--- src/rtl/seq_detect_param.sv ---
// Serial N-bit pattern detector with a registered match pulse, a saturating match counter and overlap control.
// Optional SEQ_DETECT_MASK_EN adds a per-bit don't-care mask to the compare.
module seq_detect_param #(
    parameter int N     = 3,
    parameter int CNT_W = 8
) (
    input  logic                     clk,
    input  logic                     rst,
    input  logic                     inp,
    input  logic                     in_valid,
    input  logic [N-1:0]             pattern,
    input  logic                     overlap,
    input  logic                     clear,
`ifdef SEQ_DETECT_MASK_EN
    input  logic [N-1:0]             mask,
`endif
    output logic                     out,
    output logic [CNT_W-1:0]         match_cnt,
    output logic [$clog2(N+1)-1:0]   fill
);

    localparam int FW = $clog2(N+1);
    localparam logic [FW-1:0] FILL_MAX  = FW'(N);
    localparam logic [FW-1:0] FILL_LAST = FW'(N - 1);

    typedef enum logic [1:0] {
        EMPTY   = 2'd0,
        FILLING = 2'd1,
        ARMED   = 2'd2
    } state_t;

    state_t            state_q, state_d;
    logic [N-1:0]      hist_q, hist_d;
    logic [FW-1:0]     fill_q, fill_d;
    logic [CNT_W-1:0]  cnt_q, cnt_d;
    logic              out_q, out_d;

    logic [N-1:0]      window;
    logic [N-1:0]      diff;
    logic              accept;
    logic              window_full;
    logic              match;

    assign accept = in_valid & ~clear;
    assign window = (hist_q << 1) | N'(inp);

`ifdef SEQ_DETECT_MASK_EN
    assign diff = (window ^ pattern) & ~mask;
`else
    assign diff = window ^ pattern;
`endif

    // The window is complete if this accepted bit is the N-th one since the last restart.
    assign window_full = (state_q == ARMED) ||
                         ((state_q == FILLING) && (fill_q == FILL_LAST)) ||
                         ((state_q == EMPTY) && (FILL_LAST == '0));
    assign match       = accept && window_full && (diff == '0);

    always_comb begin
        state_d = state_q;
        hist_d  = hist_q;
        fill_d  = fill_q;
        cnt_d   = cnt_q;
        out_d   = 1'b0;
        if (clear) begin
            state_d = EMPTY;
            hist_d  = '0;
            fill_d  = '0;
            cnt_d   = '0;
        end else if (in_valid) begin
            hist_d = window;
            out_d  = match;
            if (match && (cnt_q != '1)) begin
                cnt_d = cnt_q + CNT_W'(1);
            end
            if (match && !overlap) begin
                state_d = EMPTY;
                fill_d  = '0;
            end else if (state_q != ARMED) begin
                fill_d  = fill_q + FW'(1);
                state_d = (fill_d == FILL_MAX) ? ARMED : FILLING;
            end
        end
    end

    always_ff @(posedge clk or posedge rst) begin
        if (rst) begin
            state_q <= EMPTY;
            hist_q  <= '0;
            fill_q  <= '0;
            cnt_q   <= '0;
            out_q   <= 1'b0;
        end else begin
            state_q <= state_d;
            hist_q  <= hist_d;
            fill_q  <= fill_d;
            cnt_q   <= cnt_d;
            out_q   <= out_d;
        end
    end

    assign out       = out_q;
    assign match_cnt = cnt_q;
    assign fill      = fill_q;

endmodule

--- config.mk ---
export PLATFORM = sky130hd
export DESIGN_NAME = seq_detect_param
export DESIGN_NICKNAME = d
export VERILOG_FILES = /design/src/rtl/seq_detect_param.sv
export SDC_FILE = /design/constraint.sdc
export NUM_CORES = 1
export LEC_CHECK = 0
export CAP_MARGIN = 20
export CORE_MARGIN = 2
export CORE_UTILIZATION = 43
export CTS_CLUSTER_DIAMETER = 30
export DETAILED_ROUTE_END_ITERATION = 8
export GPL_ROUTABILITY_DRIVEN = 0
export PLACE_DENSITY = 0.72
export SKIP_CTS_REPAIR_TIMING = 1
export SLEW_MARGIN = 20
export SYNTH_ARGS = -nofsm -noshare
export SYNTH_HDL_FRONTEND = slang
export SYNTH_SLANG_ARGS = --single-unit
--- constraint.sdc ---
create_clock -name clk -period 1.5 [get_ports clk]
set_input_delay 0.15 -clock clk [delete_from_list [all_inputs] [get_ports clk]]
set_output_delay 0.15 -clock clk [all_outputs]
set_load 0.01 [all_outputs]
## Word-level counts from Yosys, hierarchy flattened

Index checks and enable logic that the tools add are counted.

- Logic and storage cells: 46
- Register bits: 15
- Output and inout bits: 11
- Bits of input ports: 9

- Reduce and logical (&&, ||, !) cells: 13
- Eq/ne operators: 6
- Mux-type cells: 16
- $add $sub $neg: 2
- Bitwise logic cells: 4

Operators with widths:

| kind | number |
|---|---|
| two-way mux 8 bit | 3 |
| two-way mux 2 bit | 11 |
| adder 8 x 1 -> 8 bit, second input constant | 1 |
| inequality test 8 bit, second input constant | 1 |
| equality test 2 bit, second input constant | 3 |
| logical AND 1 bit | 5 |
| AND reduction 2 bit | 2 |
| nonzero test 2 bit | 2 |
| logical NOT 3 bit | 1 |
| OR 3 x 1 -> 3 bit | 1 |
| nonzero test 3 bit | 1 |
| XOR 3 bit | 1 |
| adder 2 x 1 -> 2 bit, second input constant | 1 |
| equality test 2 x 1 -> 1 bit, second input constant | 1 |
| two-way mux 1 bit | 2 |
| inequality test 2 bit, second input constant | 1 |
| bitwise AND 1 bit | 1 |
| logical NOT 1 bit | 1 |
| logical OR 1 bit | 1 |
| inverter 1 bit | 1 |

## Logic depth before layout (Yosys ltp)

Gate-level depths: netlist of the first run.

- Word-level depth: 9
- Depth in mapped cells: 6
- Gate-level depth less buffers: 6

## Worst setup path after synthesis of the first run

OpenSTA, ideal clock, no wires.

- Path kind: reg2reg
- Start point: register fill_q[0] (netlist: fill[0])
- End point: register cnt_q[7] (netlist: match_cnt[7])
- Setup time: 128 ps
- Path slack: -152 ps
- Stages on the path, launching flop included: 7
- Arrival: 1525 ps
- Data required time: 1372 ps
- Period minus slack after synthesis: 1652 ps
- Path buffers: 0
- Cells stage by stage: dfrtp_1 inv_1 ha_1 and3b_2 o22ai_4 nor4_2 mux2_1

- Word-level cells in the longest chain between the ends: 8

Ends and longest elaborated chain:

| what | line | text |
|---|---|---|
| start: declaration | 34 | `logic [FW-1:0] fill_q, fill_d;` |
| start signal: assignment | 96 | `fill_q <= fill_d;` |
| equality test 2 bit | 55 | `((state_q == FILLING) && (fill_q == FILL_LAST)) \|\|` |
| logical AND 1 bit | 55 |  |
| logical OR 1 bit | 54 | `assign window_full = (state_q == ARMED) \|\|` |
| logical AND 1 bit (2 in a row) | 57 | `assign match = accept && window_full && (diff == '0);` |
| logical AND 1 bit | 73 | `if (match && (cnt_q != '1)) begin` |
| nonzero test 2 bit (no line) | n/a |  |
| AND reduction 2 bit (no line) | n/a |  |
| end signal: assignment | 97 | `cnt_q <= cnt_d;` |
| end: declaration | 35 | `logic [CNT_W-1:0] cnt_q, cnt_d;` |

No other way between the ends.
A chain may end at the register's enable or synchronous reset.

## Final worst setup path of the first run

- Start point: register fill_q[0] (netlist: fill[0])
- End point: register cnt_q[3] (netlist: match_cnt[3])

Same word-level chain as after synthesis.

==> run_results.csv, run 1 <==
group,metric,value,unit
outcome,status,"complete, but fails checks",
outcome,violations,"setup timing",
drt,first_iter_violations,10,
placement,dp_hpwl,1510,um
worst_setup_path,critical_path_class,"reg2reg",
logic_synthesis,syn_nets,99,
timing,slew_violations,0,
layout,nets,140,
worst_setup_path,r2r.worst_path.cells,6,
timing,fin_hold_ws,0.150,ns
grt,top_usage_layer,"met2",
grt,antenna_found_initial,0,
cts,clock_latency,0.29,ns
logic_synthesis,ys_warn_count,0,
worst_setup_path,worst_ep_arrival_time,1.87,ns
grt,globalRouteMet2Util,0.322,
logic_synthesis,synth_cell_type_count,32,
logic_synthesis,yosysSeqAreaShare,0.402,
drt,ant_nets,0,
worst_setup_path,r2r_end,"match_cnt[3]",
power,power.density,627,nW/um2
timing,setup_viol,10,
cts,root_buffer,"clkbuf_4",
layout,antenna_cells,0,
logic_synthesis,synth-main-ff-cell,"dfrtp_1",
logic_synthesis,avgSynthCellArea,10.7,um2
worst_setup_path,cp_max_fo,5,
hold_path,hold_class,"in2async",
worst_setup_path,cp-end-kind,"flip-flop",
logic_synthesis,synth-seq-cells,15,
drt,drt-total-wl,2250,um
power,irDropWorstVdd,0.438,mV
timing,skew,0.00544,ns
die,io_pins,20,
flow_run,drv_cap,0,
cts,htreeDepth,1,
cts,clk_pin_slew,0.09,ns
die,initial_core_util,0.466,
timing,final.setup.worst_slack,-0.152,ns
die,core_area,2000,um2
grt,grt_pass1_vias,805,
logic_synthesis,synth_cells,87,
grt,grtUsageMet1,0.211,
logic_synthesis,synth_edf_count,0,
logic_synthesis,async_flop_share,1.00,
logic_synthesis,synthesis.area,933,um2
power,finalPower,864,uW
drt,avgViaCountPerCell,5.40,
drt,routedWlPerCell,14.6,um
worst_setup_path,cp-start-kind,"flip-flop",
placement,pre_cts_ws,-0.368,ns
worst_setup_path,worstPathRequired,1.72,ns
placement,port_buffers,19,
grt,met3_usage,0.0476,
timing,min_period_over_period,1.10,
timing,hold_viol,0,
cts,cts_sinks,15,
cts,cts_buffers,3,
timing,fmax,605,MHz
worst_setup_path,ff2ff_setup_slack,-0.15,ns
drt,firstDrtPassIters,4,
timing,worst_pin_slew,0.348,ns
drt,vias,831,
timing,grt_setup_unrepaired,"yes",
layout,layout-drive-gt1-share,0.378,
cts,cts_buffer_depth,2,
drt,drc,0,
power,power_leakage,0.000610,uW
layout,fillers,155,
die,die_h,50.6,um
die,dieWidth,50.6,um
worst_setup_path,worstReg2RegStart,"fill[0]",
grt,grt_max_degree,18,
timing,period_needed,1.65,ns
grt,grt_pass1_wl,3530,um
die,row_count,16,
timing,max-slew-margin-rel,0.768,
grt,grt_overflow,0,
cts,cts_tree,"done",
grt,grt_usage,0.184,
die,dieArea,2560,um2
layout,area_growth,47.7,%
critical path: stages (launching register included):
cell,delay (ns)
dfrtp_1,0.40
inv_2,0.06
ha_1,0.14
and3b_2,0.25
o22ai_4,0.12
or4_4,0.49
a21oi_2,0.13
logic make-up (layout without fill, tap and decap cells):
family | after synthesis | after routing | share of synthesized area
and+or+nand+nor | 35 | 35 | 0.264
AOI/OAI and AO/OA | 18 | 19 | 0.139
DFF | 15 | 15 | 0.402
adders and majority gates | 3 | 3 | 0.0402
muxes | 5 | 5 | 0.0563
xor gates and xnor gates | 4 | 4 | 0.0456
buffers and inverters | 7 | 46 | 0.0523
per-layer routing:
layer / vias to the layer above / share of wire
li1: 402 / -
met1: 402 / 0.41
met2: 20 / 0.53
met3: 7 / 0.034
met4: 0 / 0.021
met5: - / 0
cells in the mapped netlist, types with 3 or more instances:
library cell / number / area [um2]
inv_1: 3 / 11.3
nand2_1: 3 / 11.3
nand3_1: 6 / 30.0
o31ai_1: 3 / 22.5
nor2_1: 8 / 30.0
dfrtp_1: 15 / 375
a21oi_1: 6 / 30.0
buf_6: 3 / 33.8
xnor2_1: 3 / 26.3
o21ai_0: 3 / 15.0
mux2i_1: 3 / 30.0
ha_1: 3 / 37.5
nor2b_1: 3 / 18.8
stage by stage:
step | TNS [ns] | cell area, um2 | util | std cells
global route | -1.94 | 1380 | 0.689 | 154
CTS | -1.16 | 1300 | 0.648 | 152
floorplan | -0.353 | 941 | - | 87
detailed placement | -3.72 | 1270 | 0.634 | 148
global placement | -3.13 | 1270 | 0.634 | 148
finish | -0.789 | 1380 | 0.689 | 154
registers in the layout (all words and copies together), names as in the netlist:
signal     count
state_q        2
match_cnt      8
out            1
hist_q         2
fill           2
power by group:
part / switching, uW / internal (uW) / leakage (uW)
sequential: 9.50 / 417 / 0.000202
clock: 130 / 103 / 0.0000150
combinational: 95.8 / 108 / 0.000393
total: 235 / 629 / 0.000610
worst max path at each step:
stage	start	end	slack, ns	cells past startpoint
2_1_floorplan	fill[0]	match_cnt[7]	-0.12	6
4_1_cts	fill[0]	fill[1]	-0.19	7
3_5_place_dp	inp	match_cnt[0]	-0.37	6
3_3_place_gp	inp	state_q[1]	-0.33	7
6_report	fill[0]	match_cnt[3]	-0.15	6
5_1_grt	fill[0]	match_cnt[3]	-0.23	6
placed cells by master (no fill, tap or decap), types with 2 or more instances in the layout:
cell	n
a21oi_1	4
nor2_1	8
dfrtp_2	2
xnor2_2	3
nand4_4	2
mux2i_1	3
nand3_2	2
a21oi_2	2
nor2b_1	3
mux2_1	2
o21ai_0	3
nor4_2	2
o31ai_1	3
ha_1	2
clkbuf_4	3
dlymetal6s2s_1	2
nand3_1	4
nand2_1	3
dfrtp_1	13
buf_4	19
inv_1	2
clkdlybuf4s50_1	17
cell type report:
class | instances | area [um2] | area share
Multi-Input combinational cell | 66 | 581 | 0.421
Sequential cell | 15 | 378 | 0.274
Timing Repair Buffer | 39 | 349 | 0.253
Tap cell | 27 | 33.8 | 0.0245
Clock buffer | 4 | 26.3 | 0.0191
Inverter | 3 | 11.3 | 0.00817
Note: power is estimated with default switching activity, not from simulation.
==> run 2: changes to the inputs <==
--- a/config.mk
+++ b/config.mk
@@ -6,12 +6,11 @@
 export NUM_CORES = 1
 export LEC_CHECK = 0
 export CAP_MARGIN = 20
-export CORE_MARGIN = 2
 export CORE_UTILIZATION = 43
 export CTS_CLUSTER_DIAMETER = 30
 export DETAILED_ROUTE_END_ITERATION = 8
 export GPL_ROUTABILITY_DRIVEN = 0
-export PLACE_DENSITY = 0.72
+export PLACE_DENSITY = 0.78
 export SKIP_CTS_REPAIR_TIMING = 1
 export SLEW_MARGIN = 20
 export SYNTH_ARGS = -nofsm -noshare
==> constraint.sdc (replaced) <==
create_clock -name clk -period 1.6 [get_ports clk]
set_input_delay 0.16 -clock clk [delete_from_list [all_inputs] [get_ports clk]]
set_output_delay 0.16 -clock clk [all_outputs]
set_load 0.01 [all_outputs]
==> run 2 against run 1 <==
  * The run still ends with setup timing left
  * Sequential power is 6.1% lower
  * Non-clock buffer count fell by 5
  * Clock power fell by 2%
  * Via count fell by 0.24%
  * First-iteration DRC count increased to 2.7 times the previous value
  * Clock skew up 0.0050 ns
  * Count of clock-buffer cells in the layout decreased by 1
  * Worst setup slack improved by 0.096 ns
  * Core utilization shrank 2.4 points
  * Worst hold slack improved by 0.059 ns
  * Cell area is 3.4% lower
  * Global-route usage increased by 1.2 points
  * Critical endpoint unchanged
  * Highest routed layer unchanged
==> run_results.csv, run 2 (synthesis gave the netlist of run 1 again) <==
group,metric,value,unit
outcome,status,"complete, but fails checks",
outcome,violations,"setup timing",
die,io_pins,20,
cts,cts_tree,"done",
timing,period_needed,1.66,ns
hold_path,hold_class,"in2async",
layout,utilization,0.665,
placement,dp_hpwl,1470,um
timing,max-slew-margin-rel,0.606,
placement,placed_area,1230,um2
worst_setup_path,worst_ep_arrival_time,1.89,ns
drt,vias,829,
timing,slew_violations,0,
layout,antenna_cells,0,
timing,skew,0.0104,ns
grt,grtUsageMet1,0.210,
die,core_area,2000,um2
cts,clock_latency,0.30,ns
placement,port_buffers,19,
grt,met3_usage,0.0503,
timing,fin_hold_ws,0.209,ns
timing,grt_setup_unrepaired,"yes",
drt,drc,0,
power,finalPower,818,uW
cts,cts_buffer_depth,2,
grt,grt_max_degree,18,
worst_setup_path,critical_path_class,"reg2reg",
grt,top_usage_layer,"met2",
cts,cts_buffers,3,
cts,cts_sinks,15,
layout,mostFrequentLayoutCells,"clkdlybuf4s50_1, dfrtp_1, buf_4, nor2_1, nand3_1",
grt,grt_pass1_vias,865,
worst_setup_path,worstPathRequired,1.84,ns
worst_setup_path,cp-start-kind,"flip-flop",
layout,area_growth,42.6,%
die,dieArea,2360,um2
power,power_leakage,0.000571,uW
worst_setup_path,worstReg2RegStart,"fill[0]",
worst_setup_path,max_stage_delay,0.49,ns
worst_setup_path,cp-end-kind,"flip-flop",
flow_run,drv_cap,0,
timing,setup_viol,3,
drt,drt-total-wl,2080,um
layout,layout-drive-gt1-share,0.339,
layout,layout_commonest_cell,"clkdlybuf4s50_1",
layout,fillers,150,
timing,min_period_over_period,1.04,
die,die_h,48.6,um
timing,final.setup.worst_slack,-0.0561,ns
worst_setup_path,cp_max_fo,7,
timing,worst_pin_slew,0.590,ns
worst_setup_path,ff2ff_setup_slack,-0.06,ns
drt,firstDrtPassIters,4,
layout,final_area,1330,um2
timing,fmax,604,MHz
grt,antenna_found_initial,0,
worst_setup_path,slowest_stage,"or4_4",
layout,nets,134,
grt,grt_usage,0.196,
die,dieWidth,48.6,um
die,initial_core_util,0.466,
drt,first_iter_violations,27,
power,irDropWorstVdd,0.477,mV
worst_setup_path,startpoint,"fill[0]",
timing,hold_viol,0,
power,power.density,614,nW/um2
grt,grt_pass1_wl,3530,um
grt,globalRouteMet2Util,0.350,
worst_setup_path,path_cells,"inv_2 -> ha_1 -> and3b_2 -> o22ai_4 -> or4_4 -> a21oi_2",
cts,root_buffer,"clkbuf_4",
drt,routedWlPerCell,14.0,um
worst_setup_path,crit_family,"simple AND/OR/NAND/NOR gates",
drt,ant_nets,0,
drt,avgViaCountPerCell,5.60,
worst_setup_path,path_buf_inv,1,
layout,largest_reg_flops,8,
cts,htreeDepth,1,
grt,grt_overflow,0,
die,row_count,16,
cts,clk_pin_slew,0.10,ns
-- run 2: path summary, 6_finish.rpt --
kind,endpoint,cells after the start
setup / recovery,match_cnt[3],6
hold / removal,match_cnt[5],2
setup reg to reg,match_cnt[3],6
hold reg to reg,fill[1],2
max in group asynchronous,fill[1],2
min in group clk,hist_q[0],3
-- run 2: per-stage QoR --
stage | cells | setup WS (ns) | TNS, ns
3_3_place_gp | 143 | -0.226 | -1.65
6_report | 148 | -0.0561 | -0.137
5_1_grt | 148 | -0.131 | -1.04
4_1_cts | 147 | -0.101 | -0.336
3_5_place_dp | 143 | -0.309 | -2.44
2_1_floorplan | 87 | -0.0206 | -0.0216
-- run 2: where the power goes --
| part | internal (uW) | total [uW] | switching (uW) |
|---|---|---|---|
| clock network | 93.3 | 229 | 136 |
| logic | 99.8 | 188 | 87.8 |
| registers | 391 | 401 | 10.1 |
-- run 2: layout make-up --
| class | instances | area [um2] | share of cell area |
|---|---|---|---|
| Clock inverter | 1 | 5.00 | 0.00376 |
| Tap cell | 27 | 33.8 | 0.0254 |
| Inverter | 3 | 11.3 | 0.00846 |
| Clock buffer | 3 | 22.5 | 0.0169 |
| Timing Repair Buffer | 34 | 307 | 0.230 |
| Multi-Input combinational cell | 65 | 577 | 0.433 |
| Sequential cell | 15 | 375 | 0.282 |
-- run 2: layer usage --
layer	share of wire	routed length, um
met1	0.41	842
met2	0.53	1110
met3	0.050	103
met4	0.012	24
met5	0	0
-- run 2: worst register-to-register path, cell delays in order (launching register included) --
cell     delay, ns
dfrtp_1       0.41
inv_2         0.06
ha_1          0.13
and3b_2       0.24
o22ai_4       0.13
or4_4         0.50
a21oi_2       0.13
==> run 3: changes to the inputs <==
--- a/config.mk
+++ b/config.mk
@@ -6,13 +6,15 @@
 export NUM_CORES = 1
 export LEC_CHECK = 0
 export CAP_MARGIN = 20
-export CORE_UTILIZATION = 43
+export CORE_UTILIZATION = 49
 export CTS_CLUSTER_DIAMETER = 30
 export DETAILED_ROUTE_END_ITERATION = 8
 export GPL_ROUTABILITY_DRIVEN = 0
-export PLACE_DENSITY = 0.78
+export GPL_TIMING_DRIVEN = 0
+export PLACE_DENSITY = 0.86
 export SKIP_CTS_REPAIR_TIMING = 1
 export SLEW_MARGIN = 20
 export SYNTH_ARGS = -nofsm -noshare
 export SYNTH_HDL_FRONTEND = slang
 export SYNTH_SLANG_ARGS = --single-unit
+export TNS_END_PERCENT = 30
==> run 3 against run 2 <==
  * The flow still finishes with violations (setup timing)
  * Sequential share of layout area grew 1.7 points
  * Core utilization is 4.6 points higher
  * Non-clock buffer count is 11 lower
  * Sequential cell count unchanged
  * Global-route usage increased by 2.1 points
  * Clock power fell by 4%
  * Combinational power is 12% lower
  * Largest power group unchanged
  * Cell count decreased by 8.1%
  * Critical path depth stayed put
  * Maximum frequency down 6.2%
  * Worst hold slack worse by 0.13 ns
  * Critical path type unchanged
==> run_results.csv, run 3 (synthesis gave the netlist of run 1 again) <==
group,metric,value,unit
timing,setup_viol,5,
drt,first_iter_violations,30,
timing,skew,0.00197,ns
grt,antenna_found_initial,0,
layout,layout-drive-gt1-share,0.270,
die,die_h,45.6,um
cts,cts_buffers,3,
power,irDropWorstVdd,0.362,mV
layout,layout_commonest_cell,"clkdlybuf4s50_1",
die,row_count,15,
worst_setup_path,cp_max_fo,5,
worst_setup_path,critical_path_class,"reg2reg",
cts,cts_buffer_depth,2,
grt,grt_usage,0.217,
drt,ant_nets,0,
drt,firstDrtPassIters,4,
power,power_leakage,0.000513,uW
cts,cts_sinks,15,
drt,drc,0,
die,core_area,1760,um2
cts,clk_pin_slew,0.09,ns
layout,antenna_cells,0,
timing,fin_hold_ws,0.0740,ns
die,dieWidth,45.6,um
grt,grt_pass1_vias,733,
timing,slew_violations,0,
cts,cts_tree,"done",
die,dieArea,2080,um2
drt,vias,818,
layout,mostFrequentLayoutCells,"clkdlybuf4s50_1, dfrtp_1, nor2_1, nand3_1, a21oi_1",
cts,htreeDepth,1,
timing,hold_viol,0,
die,io_pins,20,
placement,dp_hpwl,1390,um
drt,drt-total-wl,2040,um
hold_path,hold_class,"in2reg",
timing,final.setup.worst_slack,-0.166,ns
worst_setup_path,ff2ff_setup_slack,-0.17,ns
grt,grt_max_degree,16,
grt,grt_pass1_wl,3160,um
flow_run,drv_cap,0,
layout,area_growth,34.5,%
cts,clock_latency,0.28,ns
layout,utilization,0.711,
placement,pre_cts_ws,-0.408,ns
timing,fmax,566,MHz
timing,period_needed,1.77,ns
outcome,status,"complete, but fails checks",
grt,grt_overflow,0,
timing,min_period_over_period,1.10,
cts,root_buffer,"clkbuf_4",
die,initial_core_util,0.529,
layout,nets,124,
power,power.density,631,nW/um2
layout,largest_reg_flops,8,
worst_setup_path,worstPathRequired,1.77,ns
timing,max-slew-margin-rel,0.603,
placement,port_buffers,17,
timing,grt_setup_unrepaired,"yes",
timing,worst_pin_slew,0.594,ns
drt,avgViaCountPerCell,6.01,
outcome,violations,"setup timing",
worst_setup_path,cp-start-kind,"flip-flop",
worst_setup_path,cp-end-kind,"flip-flop",
worst_setup_path,worst_ep_arrival_time,1.94,ns
drt,routedWlPerCell,15.0,um
[run 3: cell types whose count changed in the layout (fill, tap and decap cells not counted), sizes merged]
cell / before / now
clkinv: 1 / 0
clkbuf: 3 / 5
o22ai: 1 / 2
buf: 15 / 5
clkdlybuf4s50: 19 / 17
[run 3: final cells by class]
cell class,instances,area (um2)
buffer,4,37.5
tap,25,31.3
clock buffer,4,26.3
sequential,15,375
multi-input combinational,66,588
timing repair buffer,19,185
fill,150,509
inverter,3,11.3
[run 3: worst paths after layout]
path,cells after the start,to,startpoint
min,2,state_q[0],clear
max reg2reg,6,match_cnt[7],fill[0]
min reg2reg,2,hist_q[1],hist_q[1]
min in group asynchronous,2,hist_q[1],rst
max in group asynchronous,2,hist_q[0],rst
max,6,match_cnt[7],fill[0]
[run 3: layer usage]
metal | GRT usage | vias to the layer above | part of all wire
met4 | 0.115 | 0 | 0.021
met2 | 0.369 | 36 | 0.50
li1 | - | 373 | -
met3 | 0.0238 | 7 | 0.046
met5 | 0 | - | 0
met1 | 0.268 | 402 | 0.43
[run 3: where the power goes]
part	leakage (uW)	total, uW	internal [uW]	switching [uW]
combinational	0.000293	166	82.3	84.2
clock	0.0000150	220	96.9	123
sequential	0.000205	406	391	14.8
[run 3: worst max-delay path: stages (launching register included)]
cell     delay (ns)
dfrtp_1        0.42
inv_2          0.10
ha_4           0.12
and3b_2        0.23
o22ai_4        0.11
nor4_2         0.30
mux2_1         0.35
[run 3: per-stage QoR]
stage | total power [uW] | instance area [um2] | instances | setup TNS (ns)
floorplan | 498 | 941 | 87 | -0.0573
global placement | 541 | 1140 | 129 | -1.78
detailed placement | 549 | 1140 | 129 | -2.24
CTS | 765 | 1170 | 133 | -0.755
global route | 826 | 1250 | 136 | -1.07
finish | 792 | 1250 | 136 | -0.570
